$ cat config.mk
export PLATFORM = sky130hd
export DESIGN_NAME = enc8to3_seq_flat
export DESIGN_NICKNAME = d
export VERILOG_FILES = /design/src/rtl/enc8to3_if.sv /design/src/rtl/enc8to3_seq.sv /design/src/flat_wrapper.sv
export SDC_FILE = /design/constraint.sdc
export NUM_CORES = 1
export LEC_CHECK = 0
export CAP_MARGIN = 0
export CORE_ASPECT_RATIO = 1.5
export CORE_UTILIZATION = 44
export CTS_CLUSTER_DIAMETER = 150
export DETAILED_ROUTE_END_ITERATION = 16
export PLACE_DENSITY = 0.68
export SLEW_MARGIN = 20
export SYNTH_ARGS = -nofsm -noshare
export SYNTH_HDL_FRONTEND = slang
export SYNTH_SLANG_ARGS = --single-unit
export TNS_END_PERCENT = 1
$ cat constraint.sdc
create_clock -name clk -period 4.8 [get_ports clk]
set_input_delay 0.96 -clock clk [delete_from_list [all_inputs] [get_ports clk]]
set_output_delay 0.96 -clock clk [all_outputs]
set_load 0.05 [all_outputs]
$ cat src/rtl/enc8to3_if.sv
// Request/response bundle for the sequential 8-to-3 encoder.
// Request side:  in[7:0], in_valid -> in_ready
// Response side: out[2:0], out_valid, last, cnt[3:0], none -> out_ready
// slave modport is used by the encoder; master modport by the producer/consumer.
interface enc8to3_if;
    localparam int unsigned IN_W  = 8;
    localparam int unsigned IDX_W = 3;
    localparam int unsigned CNT_W = 4;

    logic [IN_W-1:0]  in;
    logic             in_valid;
    logic             in_ready;
    logic [IDX_W-1:0] out;
    logic             out_valid;
    logic             out_ready;
    logic             last;
    logic [CNT_W-1:0] cnt;
    logic             none;

    modport slave (
        input  in, in_valid, out_ready,
        output in_ready, out, out_valid, last, cnt, none
    );

    modport master (
        output in, in_valid, out_ready,
        input  in_ready, out, out_valid, last, cnt, none
    );
endinterface

$ cat src/rtl/enc8to3_seq.sv
// Sequential 8-to-3 encoder: captures a request vector and emits the index of
// every set bit, one per accepted output transfer, in priority order.
// Ports:
//   clk  - rising-edge clock
//   rst  - synchronous active-high reset
//   en   - active-high enable; 0 freezes all state
//   bus  - enc8to3_if.slave: in/in_valid/in_ready (in_ready is combinational),
//          out/out_valid/out_ready, last, cnt, none (all registered)
// PRIORITY_LSB = 1 emits the lowest set index first, 0 the highest first.
module enc8to3_seq #(
    parameter bit PRIORITY_LSB = 1'b1
) (
    input  logic          clk,
    input  logic          rst,
    input  logic          en,
    enc8to3_if.slave      bus
);
    localparam int unsigned IN_W  = 8;
    localparam int unsigned IDX_W = 3;
    localparam int unsigned CNT_W = 4;

    typedef enum logic {
        IDLE = 1'b0,
        EMIT = 1'b1
    } state_t;

    state_t           state_q,     state_d;
    logic [IN_W-1:0]  pending_q,   pending_d;
    logic [IDX_W-1:0] out_q,       out_d;
    logic             out_valid_q, out_valid_d;
    logic             last_q,      last_d;
    logic [CNT_W-1:0] cnt_q,       cnt_d;
    logic             none_q,      none_d;

    logic             in_ready_c;
    logic             capture_c;
    logic             pop_c;
    logic [IN_W-1:0]  remain_c;
    logic [CNT_W-1:0] in_count_c;

    // Index of the highest-priority set bit; 0 for an all-zero vector.
    function automatic logic [IDX_W-1:0] prio_idx(input logic [IN_W-1:0] v);
        logic [IDX_W-1:0] idx;
        idx = '0;
        if (PRIORITY_LSB) begin
            // Scan downward so the lowest set bit is written last.
            for (int i = IN_W - 1; i >= 0; i--) begin
                if (v[i]) idx = IDX_W'(i);
            end
        end else begin
            for (int i = 0; i < IN_W; i++) begin
                if (v[i]) idx = IDX_W'(i);
            end
        end
        return idx;
    endfunction

    // Number of set bits (0..8).
    function automatic logic [CNT_W-1:0] popcount(input logic [IN_W-1:0] v);
        logic [CNT_W-1:0] n;
        n = '0;
        for (int i = 0; i < IN_W; i++) begin
            n = n + CNT_W'(v[i]);
        end
        return n;
    endfunction

    // Handshake qualifiers.
    assign in_ready_c = (state_q == IDLE) && en;
    assign capture_c  = bus.in_valid && in_ready_c;
    assign pop_c      = out_valid_q && bus.out_ready && en;
    assign remain_c   = pending_q & ~(IN_W'(1) << out_q);
    assign in_count_c = popcount(bus.in);

    // Next-state and next-output logic.
    always_comb begin
        state_d     = state_q;
        pending_d   = pending_q;
        out_d       = out_q;
        out_valid_d = out_valid_q;
        last_d      = last_q;
        cnt_d       = cnt_q;
        none_d      = 1'b0;

        unique case (state_q)
            IDLE: begin
                if (capture_c) begin
                    if (bus.in != '0) begin
                        pending_d   = bus.in;
                        out_d       = prio_idx(bus.in);
                        out_valid_d = 1'b1;
                        cnt_d       = in_count_c;
                        last_d      = (in_count_c == CNT_W'(1));
                        state_d     = EMIT;
                    end else begin
                        none_d = 1'b1;
                    end
                end
            end
            EMIT: begin
                if (pop_c) begin
                    pending_d = remain_c;
                    if (remain_c != '0) begin
                        out_d  = prio_idx(remain_c);
                        cnt_d  = cnt_q - CNT_W'(1);
                        // The next index is the final one when two were left before this pop.
                        last_d = (cnt_q == CNT_W'(2));
                    end else begin
                        out_valid_d = 1'b0;
                        last_d      = 1'b0;
                        cnt_d       = '0;
                        state_d     = IDLE;
                    end
                end
            end
            default: state_d = IDLE;
        endcase
    end

    // State and output registers.
    always_ff @(posedge clk) begin
        if (rst) begin
            state_q     <= IDLE;
            pending_q   <= '0;
            out_q       <= '0;
            out_valid_q <= 1'b0;
            last_q      <= 1'b0;
            cnt_q       <= '0;
            none_q      <= 1'b0;
        end else begin
            state_q     <= state_d;
            pending_q   <= pending_d;
            out_q       <= out_d;
            out_valid_q <= out_valid_d;
            last_q      <= last_d;
            cnt_q       <= cnt_d;
            none_q      <= none_d;
        end
    end

    assign bus.in_ready  = in_ready_c;
    assign bus.out       = out_q;
    assign bus.out_valid = out_valid_q;
    assign bus.last      = last_q;
    assign bus.cnt       = cnt_q;
    assign bus.none      = none_q;

endmodule

$ cat src/flat_wrapper.sv
// flat-port wrapper written by rule: the top's interface ports become plain ports
module enc8to3_seq_flat 
#(
    parameter bit PRIORITY_LSB = 1'b1
)
  (clk, rst, en, bus_in, bus_in_valid, bus_out_ready, bus_in_ready, bus_out, bus_out_valid, bus_last, bus_cnt, bus_none);
  enc8to3_if bus_i ();
  input  logic clk;
  input  logic rst;
  input  logic en;
  input wire logic [$bits(bus_i.in)-1:0] bus_in;
  input wire logic [$bits(bus_i.in_valid)-1:0] bus_in_valid;
  input wire logic [$bits(bus_i.out_ready)-1:0] bus_out_ready;
  output wire logic [$bits(bus_i.in_ready)-1:0] bus_in_ready;
  output wire logic [$bits(bus_i.out)-1:0] bus_out;
  output wire logic [$bits(bus_i.out_valid)-1:0] bus_out_valid;
  output wire logic [$bits(bus_i.last)-1:0] bus_last;
  output wire logic [$bits(bus_i.cnt)-1:0] bus_cnt;
  output wire logic [$bits(bus_i.none)-1:0] bus_none;
  assign bus_i.in = bus_in;
  assign bus_i.in_valid = bus_in_valid;
  assign bus_i.out_ready = bus_out_ready;
  assign bus_in_ready = bus_i.in_ready;
  assign bus_out = bus_i.out;
  assign bus_out_valid = bus_i.out_valid;
  assign bus_last = bus_i.last;
  assign bus_cnt = bus_i.cnt;
  assign bus_none = bus_i.none;
  enc8to3_seq #(.PRIORITY_LSB(PRIORITY_LSB)) u_core (.clk(clk), .rst(rst), .en(en), .bus(bus_i));
endmodule
==> metrics.yaml, run 1 <==
status: "complete, no violations"
cts_resized: 0
dpl_cell_area_sq_um: 1730
rsz0062_at_grt: "no"
slowest_delay_ns: 0.54
vias: 1455
antenna_found_initial: 0
async_reset_ff_frac: 0
syn_nets: 210
max_freq_mhz: 232
cap_violations: 0
internal-power_mw: 0.295
pre_cts_slack_ns: 0.194
dpl.hpwl_um: 3060
synth.top_cell.area_share: 0.252
power_frac_clock: 0.243
yosysTopAreaCell: "dfxtp_1"
cp-end-kind: "flop"
vdd_drop_max_v: 0.000176
ys_top_cells_by_area: "dfxtp_1 (25%), a21oi_1 (7.0%), fa_1 (5.3%), ha_1 (5.0%), inv_1 (4.7%)"
cts_made_buffers: 3
hold_start: "u_core.bus.last"
final_critical_path_setup_slack_ns: 0.490
ioPinCount: 24
clock_latency_ns: 0.25
port_buffers: 23
cp.arrival_ns: 4.47
fin_crit_ns: 4.31
synth_cells: 187
grt_pass1_wl_um: 6740
cts-root-buf: "clkbuf_8"
slew-limit-headroom: 0.505
synth_enable_flop_cells: 0
multi_input_area_sq_um: 1000
hold_depth: 2
critPathLaunchType: "primary input"
grt_overflow: 0
drv_slew: 0
synth.most_common_cell: "a21oi_1"
fill_cells: 307
avgSynthCellArea_sq_um: 8.06
ant_nets: 0
place_congestion: 0.846
syn_area_sq_um: 1510
finalSetupViolCount: 0
drive_gt1_frac: 0.0788
critical_path.slowest_cell: "clkdlybuf4s50_1"
crit_family: "adder cells"
routed_wl_um: 4030
finClkSkew_ns: 0.00391
grt_max_degree: 23
reg2reg_from: "u_core.bus.out[2]"
setup.worst_path.class: "primary input to flop"
cp.buffers_inverters: 4
first_pass_iters: 4
wl_per_cell_um: 16.6
seqCellArea_sq_um: 380
grt_use_total: 0.242
path_cells: "clkdlybuf4s50_1 -> inv_1 -> ha_1 -> inv_1 -> fa_1 -> fa_1 -> fa_1 -> inv_1 -> fa_1 -> or2_2 -> a2111o_1 -> a311oi_1"
synth-seq-cells: 19
clk_path_buf_depth: 2
power.density_nw_per_um2: 260
nNetsFinal: 227
fin_setup_tns_ns: 0
start_util: 0.468
yosys-top-cells-count: "a21oi_1 (21), dfxtp_1 (19), inv_1 (19)"
p_seq_frac: 0.404
min_path_type: "flop to flop"
clk_pin_slew_worst_paths_ns: 0.08
cp_max_fo: 4
cts.sinks: 19
drc: 0
power_leakage_nw: 0.635
period_share: 0.898
design_area_sq_um: 1780
p_sw_mw: 0.167
timing.rr.end: "u_core.bus.cnt[0]"
grt_pass1_vias: 1481
worst_pin_slew_ns: 0.742
rows: 25
postCtsSetupBuffers: 0
ys_warn_count: 0
swShare: 0.362
core_sq_um: 3220
crit_path_start: "bus_in[1]"
h-tree-depth: 1
die-width_um: 49.8
worst_r2r_path_depth: 5
area_delta_synth_final_pct: 18.0
routed_via_density: 5.99
synthFlopType: "dfxtp_1"
ys_types: 54
regToRegSetupSlack_ns: 2.49
min_to: "u_core.bus.last"
dieArea_sq_um: 3670
cts_hold_buf: 0
cts_tree: "done"
die_h_um: 73.7
cp.required_ns: 4.96
num_antenna_cells: 0
drt_iter0_drc: 39
hold_viol: 0
seq_area_frac_synth: 0.252
cpMostUsedCell: "fa_1"
pwr-share-comb: 0.353
## cell type report
class / instances / share of cell area
timing repair buffer: 23 / 0.129
clock buffer: 4 / 0.0253
sequential: 19 / 0.214
inverter: 19 / 0.0401
tap: 40 / 0.0281
multi-input combinational: 138 / 0.563
## worst max-delay path by stage
stage	end	slack [ns]	cells after the start
global route	u_core.bus.last	0.34	12
finish	u_core.bus.last	0.49	12
CTS	u_core.bus.last	0.47	12
detailed placement	u_core.bus.last	0.19	12
global placement	u_core.bus.last	0.37	12
floorplan	u_core.bus.last	0.98	11
## tightest hold or removal path, cell delays in order, from the launching register on
cell,delay [ns]
dfxtp_1,0.32
nor2_1,0.10
a311oi_1,0.05
## metrics by stage
stage               total power [mW]  utilization  std cells  hold slack (ns)
global placement               0.347        0.538        239            0.487
CTS                            0.463        0.552        243            0.511
finish                         0.462        0.552        243            0.512
floorplan                      0.303            -        187            0.466
detailed placement             0.352        0.538        239            0.501
global route                   0.489        0.552        243            0.530
## placed cells by master, fill, tap and decap left out, types with 2 or more instances in the layout
master,n
o221ai_1,2
a31oi_1,7
ha_1,6
nor4_1,3
nand4_1,5
a311oi_1,2
nand3b_1,3
nor3_1,3
and2_1,4
fa_1,4
inv_1,19
nand3_1,3
clkdlybuf4s50_1,23
nor2_1,9
dfxtp_1,19
nor2b_1,3
or2_2,2
o31a_1,2
a32oi_1,2
nand2_1,14
o21ai_0,10
or3_1,2
a21oi_1,21
nor4b_1,2
clkbuf_8,3
o31ai_1,3
nand4b_1,2
## kinds of logic after synthesis
family / after synthesis / share of synthesized area
AOI/OAI and AO/OA: 64 / 0.306
and+or+nand+nor: 61 / 0.232
buffers and inverters: 30 / 0.0831
DFF: 19 / 0.252
adders and majority gates: 10 / 0.103
muxes: 2 / 0.0174
xor gates and xnor gates: 1 / 0.00582
## layer usage
layer | up-vias | wire length (um) | GRT usage
met5 | - | 0 | 0
met4 | 0 | 38 | 0.0889
met3 | 4 | 69 | 0.0248
met2 | 18 | 2260 | 0.470
met1 | 704 | 1660 | 0.264
li1 | 729 | - | -
## power by group through the flow
stage / logic (mW) / registers, mW / clock network, mW
after floorplan: 0.106 / 0.197 / 0
after global routing: 0.180 / 0.189 / 0.120
after CTS: 0.164 / 0.186 / 0.113
after global placement: 0.159 / 0.189 / 0
final: 0.163 / 0.187 / 0.112
after detailed placement: 0.163 / 0.190 / 0
## registers in the layout, indices dropped and copies added, names as in the netlist
name / count
u_core.bus.out: 3
u_core.state_q: 1
u_core.bus.none: 1
u_core.bus.cnt: 4
u_core.pending_q: 8
u_core.bus.last: 1
u_core.bus.out_valid: 1
Power figures use the tool's default switching activity.
==> run 2: changes to the inputs <==
- HOLD_SLACK_MARGIN: unset -> 0.02
==> results of run 2 <==
Final layout, timing and power as in run 1 (identical DEF).
==> run 3: changes to the inputs <==
- TNS_END_PERCENT: 1 -> unset
==> results of run 3 <==
Final layout, timing and power as in run 1 (identical DEF).
